[src/rtl/datapath_acc_scan.sv]
// Purpose : accumulator datapath with a 4-op ALU, carry/zero flags and a full-scan chain over AC, C and Z.
// Latency : a functional load or scan shift is visible one edge later; OUT_REG=1 adds one more edge on OutBus/CarryF/ZeroF.
// Backpressure: none. The sequencer owns every control line, and the block accepts a new operation every cycle.
//
// Ports
//   clock    rising-edge clock (single domain)
//   reset    synchronous active-high reset; it wins over scan and load in the same cycle
//   ABus     external operand
//   SelB     B operand select: 1 = ABus, 0 = AC (feedback)
//   AluOp    00 PASS_B, 01 ADD, 10 SUB, 11 AND
//   LoadAC   capture the ALU result and flags
//   ScanEn   shift the scan chain; blocks the functional load
//   ScanIn   serial scan input, which feeds AC[0]
//   ScanOut  serial scan output, which is the Z register itself
//   OutBus   accumulator value, optionally registered
//   CarryF   carry / no-borrow flag, optionally registered
//   ZeroF    zero flag, optionally registered
module datapath_acc_scan #(
   parameter int WIDTH   = 4,
   parameter bit OUT_REG = 1'b0
) (
   input  logic             clock,
   input  logic             reset,
   input  logic [WIDTH-1:0] ABus,
   input  logic             SelB,
   input  logic [1:0]       AluOp,
   input  logic             LoadAC,
   input  logic             ScanEn,
   input  logic             ScanIn,
   output logic             ScanOut,
   output logic [WIDTH-1:0] OutBus,
   output logic             CarryF,
   output logic             ZeroF
);

   typedef enum logic [1:0] {
      OpPass = 2'b00,
      OpAdd  = 2'b01,
      OpSub  = 2'b10,
      OpAnd  = 2'b11
   } aluOp_t;

   localparam logic [WIDTH:0] ONE = {{WIDTH{1'b0}}, 1'b1};

   aluOp_t           op;
   logic [WIDTH-1:0] acReg;
   logic             cReg;
   logic             zReg;
   logic [WIDTH-1:0] bBus;
   logic [WIDTH:0]   sumExt;
   logic [WIDTH-1:0] aluRes;
   logic             aluCarry;
   logic             aluZero;

   assign op   = aluOp_t'(AluOp);
   assign bBus = SelB ? ABus : acReg;

   // SUB is formed as AC + ~B + 1, so the carry out is the no-borrow flag:
   // it is 1 exactly when AC >= B. All four encodings are decoded, so no X
   // can reach the accumulator whichever AluOp value is presented.
   always_comb begin
      sumExt   = '0;
      aluRes   = '0;
      aluCarry = 1'b0;
      case (op)
         OpPass: begin
            aluRes = bBus;
         end
         OpAdd: begin
            sumExt   = {1'b0, acReg} + {1'b0, bBus};
            aluRes   = sumExt[WIDTH-1:0];
            aluCarry = sumExt[WIDTH];
         end
         OpSub: begin
            sumExt   = {1'b0, acReg} + {1'b0, ~bBus} + ONE;
            aluRes   = sumExt[WIDTH-1:0];
            aluCarry = sumExt[WIDTH];
         end
         OpAnd: begin
            aluRes = acReg & bBus;
         end
         default: begin
            aluRes   = '0;
            aluCarry = 1'b0;
         end
      endcase
   end

   assign aluZero = (aluRes == '0);

   // The state registers double as the scan chain:
   // ScanIn -> AC[0] .. AC[WIDTH-1] -> C -> Z -> ScanOut.
   // While a shift is in progress the functional load is ignored.
   always_ff @(posedge clock) begin
      if (reset) begin
         acReg <= '0;
         cReg  <= 1'b0;
         zReg  <= 1'b0;
      end else if (ScanEn) begin
         acReg <= {acReg[WIDTH-2:0], ScanIn};
         cReg  <= acReg[WIDTH-1];
         zReg  <= cReg;
      end else if (LoadAC) begin
         acReg <= aluRes;
         cReg  <= aluCarry;
         zReg  <= aluZero;
      end
   end

   // Z is the last cell of the chain, so it drives ScanOut directly in every mode.
   assign ScanOut = zReg;

   generate
      if (OUT_REG) begin : gOutReg
         // The output stage sits outside the scan chain. It follows AC, C and Z
         // on every edge, including edges where the chain is shifting.
         logic [WIDTH-1:0] outAc;
         logic             outC;
         logic             outZ;

         always_ff @(posedge clock) begin
            if (reset) begin
               outAc <= '0;
               outC  <= 1'b0;
               outZ  <= 1'b0;
            end else begin
               outAc <= acReg;
               outC  <= cReg;
               outZ  <= zReg;
            end
         end

         assign OutBus = outAc;
         assign CarryF = outC;
         assign ZeroF  = outZ;
      end else begin : gOutDirect
         assign OutBus = acReg;
         assign CarryF = cReg;
         assign ZeroF  = zReg;
      end
   endgenerate

endmodule

[config.mk]
export PLATFORM = sky130hd
export DESIGN_NAME = datapath_acc_scan
export DESIGN_NICKNAME = d
export VERILOG_FILES = /design/src/rtl/datapath_acc_scan.sv
export SDC_FILE = /design/constraint.sdc
export NUM_CORES = 1
export LEC_CHECK = 0
export ABC_AREA = 1
export CORE_MARGIN = 4
export CORE_UTILIZATION = 30
export CTS_CLUSTER_SIZE = 24
export DETAILED_ROUTE_END_ITERATION = 8
export PLACE_DENSITY_LB_ADDON = 0.2
export SLEW_MARGIN = 10
export SYNTH_ARGS = -nofsm -noshare
export SYNTH_HDL_FRONTEND = slang
export SYNTH_SLANG_ARGS = --single-unit
[constraint.sdc]
create_clock -name clock -period 1.7 [get_ports clock]
set_input_delay 0.34 -clock clock [delete_from_list [all_inputs] [get_ports clock]]
set_output_delay 0.34 -clock clock [all_outputs]
set_load 0.01 [all_outputs]
# --- Word-level counts from Yosys, hierarchy flattened ---
# Index checks and enable logic that the tools add are counted.
word_totals:
  reg_bits: 6
  latchBits: 0
  ramBits: 0
  rom_bits: 0
  in_bits: 12
  out_inout_bits: 7
  memories: 0
classes:
  add_sub_neg: 3
  n_mul: 0
  n_div: 0
  magnitude_cmp: 0
  n_eq_ne: 3
  shifts: 0
  n_mux: 9
  bitwise_logic: 2
  n_reduce_logical: 3
ops:
  columns: ["operator", "count"]
  rows:
  - ["case mux 4 bit (4 select lines)", 1]
  - ["2-to-1 mux 4 bit", 3]
  - ["adder 4 x 4 -> 5 bit", 2]
  - ["adder 5 x 1 -> 5 bit, second input constant", 1]
  - ["bitwise AND 4 bit", 1]
  - ["== test 2 bit, second input constant", 2]
  - ["logical NOT 4 bit", 1]
  - ["2-to-1 mux 1 bit", 4]
  - ["NOT 4 bit", 1]
  - ["== test 2 x 1 -> 1 bit, second input constant", 1]
  - ["logical NOT 2 bit", 1]
  - ["case mux 1 bit (2 select lines)", 1]
  - ["nonzero test 2 bit", 1]

# --- Depth between registers and ports, before layout ---
depth:
  word_depth: 8
  depth_mapped: 14
  depth_no_buf: 14

# --- Worst setup path after synthesis ---
# Ideal clock, no wire load.
synth_path:
  kind: "register -> register"
  startpoint: "register acReg[1] (netlist: OutBus[1])"
  endpoint: "register zReg (netlist: ScanOut)"
  setup_time_ns: 0.066
  t_arrival_ns: 1.891
  t_required_ns: 1.634
  path_slack_ns: -0.257
  stages_incl_launch_ff: 14
  synth_period_minus_slack_ns: 1.957
  cell_sequence: "dfxtp_1 -> inv_1 -> o21ai_2 -> inv_1 -> fa_1 -> inv_1 -> nand2_1 -> nand3_1 -> nand3_1 -> o21ai_2 -> inv_1 -> nor2_1 -> nand2_1 -> a21oi_2"
synth_via:
  elab_chain_len: 8
  word_cells_on_any_way: 10
  cone_classes: "add/sub (3); mux (4); bitwise (2); reduce/logical (1)"
synth_lines:
  columns: ["item", "line_no", "source"]
  rows:
  - ["start, declared", "46", "logic [WIDTH-1:0] acReg;"]
  - ["start signal, assigned", "100", "acReg <= {acReg[WIDTH-2:0], ScanIn};"]
  - ["start signal, assigned", "104", "acReg <= aluRes;"]
  - ["2-to-1 mux 4 bit", "56", "assign bBus = SelB ? ABus : acReg;"]
  - ["NOT 4 bit", "75", "sumExt = {1'b0, acReg} + {1'b0, ~bBus} + ONE;"]
  - ["adder 4 x 4 -> 5 bit", "75", null]
  - ["adder 5 x 1 -> 5 bit", "75", null]
  - ["case mux 4 bit (4 select lines) *", "65", "case (op)"]
  - ["logical NOT 4 bit *", "89", "assign aluZero = (aluRes == '0);"]
  - ["2-to-1 mux 1 bit *", "103", "end else if (LoadAC) begin"]
  - ["2-to-1 mux 1 bit *", "99", "end else if (ScanEn) begin"]
  - ["end signal, assigned", "102", "zReg <= cReg;"]
  - ["end signal, assigned", "106", "zReg <= aluZero;"]
  - ["end, declared", "48", "logic zReg;"]
# Every way passes the cells marked *; elsewhere a longest branch is shown, timed or not. The select of a mux whose other input is x is not followed.
# A chain may end at the register's enable or synchronous reset.

# --- Worst setup path after layout ---
layout_path:
  startpoint: "register acReg[0] (netlist: OutBus[0])"
  endpoint: "register zReg (netlist: ScanOut)"
# Same word-level chain as after synthesis.

==> flow_metrics.py <==
metrics = {
    "status": {
        "outcome": "finished with violations",
        "violations": "negative setup slack",
    },
    "final_layout": {
        "finalNonFillerCells": 192,
        "utilization": 0.552,
        "nets": 189,
        "drive_above_1_share": 0.457,
        "area_delta_synth_final_pct": 75.6,
        "fill_cells": 259,
        "final_cell_area_sq_mm": 0.00137,
        "antennaDiodeCount": 0,
    },
    "synthesis": {
        "ys_seq_elements": 6,
        "synth_top_area_share": 0.193,
        "synth_area_leader_cell": "ha_1",
        "synthTopCellsByArea": "ha_1 (19%), dfxtp_1 (15%), nand2_1 (14%)",
        "synth.distinct_cells": 20,
        "yosysMostFrequentCell": "nand2_1",
        "syn_area_sq_um": 778,
        "synth_ff_type": "dfxtp_1",
        "netlist_top_cells_count": "nand2_1 (28), inv_1 (20), ha_1 (12), nand3_1 (12), a21oi_1 (9)",
        "synth_edf_count": 0,
        "ys_warn_count": 0,
        "synthArstFlopShare": 0,
        "yosys.area_share.simple": 0.256,
        "synth_xor_area_frac": 0,
        "yosys.area_share.adder": 0.244,
        "syn_nets": 143,
        "netlist_instances": 117,
        "synth_compound_area_frac": 0.223,
        "syn_area_per_cell_sq_um": 6.65,
        "ys_seq_area_frac": 0.154,
        "synth_top_family_by_area": "simple AND/OR/NAND/NOR gates",
        "synth.area.mux_share": 0,
    },
    "die": {
        "num_rows": 18,
        "start_util": 0.314,
        "die_y_um": 58.9,
        "fp.dieArea_sq_mm": 0.00347,
        "ioPinCount": 19,
        "core_area_sq_mm": 0.00248,
        "die_w_um": 58.9,
    },
    "sta": {
        "post-route-min-period_ns": 1.95,
        "slew_violations": 0,
        "layout_setup_ws_ns": -0.245,
        "setup-violations-final": 5,
        "fin_crit_sh": 1.14,
        "slew_headroom": 0.737,
        "max_freq_mhz": 514,
        "holdWs_ns": 0.590,
        "clock_skew_ns": 0.00975,
        "tns_ns": -0.861,
        "worst_pin_slew_ns": 0.393,
        "hold_viol_final": 0,
        "rsz0062_at_grt": "true",
    },
    "routing": {
        "vias_per_cell": 4.76,
        "vias": 914,
        "wirelength_mm": 2.55,
        "first_pass_iters": 4,
        "drtAntennaViolNets": 0,
        "drt-initial-drc-count": 45,
        "wl_per_cell_um": 13.3,
        "drc": 0,
    },
    "global_route": {
        "grt_pass1_wl_mm": 4.03,
        "antenna_found_initial": 0,
        "grt_overflow": 0,
        "grt_util_all_layers": 0.150,
        "first_global_vias": 912,
        "grt_start_max_net_pins": 7,
    },
    "place": {
        "dpl.cell_count": 182,
        "dpl.hpwl_mm": 1.84,
        "dpl_cell_area_sq_mm": 0.00114,
        "place.gp.congestion": 0.851,
        "io_buffers": 18,
    },
    "setup_path": {
        "crit_arrival_ns": 2.14,
        "crit_path_end_kind": "register",
        "crit_type": "register to register",
        "crit_path_max_fanout": 3,
        "start_kind": "register",
        "crit_required_ns": 1.89,
    },
    "cts": {
        "cts.htree.levels": 1,
        "cts_root_buf": "clkbuf_4",
        "cts_tree": "built",
        "path_clk_slew_ns": 0.06,
        "clock_latency_ns": 0.26,
        "cts_made_buffers": 3,
        "cts_max_path_buffers": 2,
        "cts_sinks": 6,
    },
    "min_path": {
        "hold_path.class": "register to register",
    },
    "power_and_ir_drop": {
        "power.density_mw_per_mm2": 496,
        "leakage_nw": 0.633,
        "ir_drop_mv": 0.492,
    },
    "job": {
        "max_cap_viol_count": 0,
    },
}
-- logic make-up (layout without fill, tap and decap cells) --
family	Yosys count	in the layout
fa+ha+maj	14	14
simple gates	47	47
buf+inv	24	69
compound gates	26	26
flops	6	6
-- path summary, 6_finish.rpt --
| kind | start | cells past startpoint | slack [ns] | endpoint |
|---|---|---|---|---|
| setup / recovery | OutBus[0] | 11 | -0.25 | ScanOut |
| hold reg to reg | CarryF | 2 | 0.59 | CarryF |
| setup reg to reg | OutBus[0] | 11 | -0.25 | ScanOut |
| hold / removal | CarryF | 2 | 0.59 | CarryF |
-- registers in the layout, summed over array words and instances, names as in the netlist --
name	count
CarryF	1
OutBus	4
ScanOut	1
-- layout by cell type (no fill, tap or decap), drive strengths merged, types with 3 or more instances in the layout --
cell	n
nand2	30
buf	26
inv	22
clkdlybuf4s50	14
a21oi	12
nand3	12
ha	12
o21ai	7
dfxtp	6
nor2	4
clkbuf	4
a22oi	3
-- cell type report --
class,count,area [sq um],share of cell area
well taps,30,37.5,0.0275
inverters,22,87.6,0.0641
multi-input cells,87,727,0.532
flip-flops and latches,6,125,0.0916
repair buffers,43,363,0.266
clock buffers,4,26.3,0.0192
-- power by group --
group / internal [mW] / switching (mW) / total, mW
clock network: 0.0897 / 0.0645 / 0.154
logic: 0.183 / 0.185 / 0.368
registers: 0.149 / 0.00592 / 0.155
-- metrics by stage --
step           setup slack (ns)  power [mW]
6_report                 -0.245       0.677
5_1_grt                  -0.364       0.726
4_1_cts                  -0.233       0.636
3_5_place_dp             -0.780       0.439
3_3_place_gp             -0.698       0.437
2_1_floorplan            -0.166       0.312
-- critical path, cell delays in order, from the launching register on --
cell and delay [ns]:
dfxtp_4 0.35, inv_4 0.05, o21ai_4 0.22, ha_4 0.18
inv_2 0.04, fa_2 0.51, o211ai_1 0.08, nand2_1 0.09
nand3_1 0.07, nor2_1 0.10, nand2_1 0.07, a21oi_2 0.11
-- layer usage --
layer / global-route usage / part of all wire / up-vias / wire (um)
met2: 0.254 / 0.52 / 20 / 1320
met1: 0.201 / 0.45 / 422 / 1140
li1: - / - / 472 / -
met4: 0.0194 / 0 / 0 / 0
met3: 0.0307 / 0.035 / 0 / 90
met5: 0 / 0 / - / 0
-- what timing repair did --
item	4_1_cts	5_1_grt
buffers inserted	4	3
gates resized for setup	24	20
pin swaps	13	13
hold buffers	0	0
setup endpoints to repair	6	6
No activity file was read; power rests on OpenSTA's default activity.
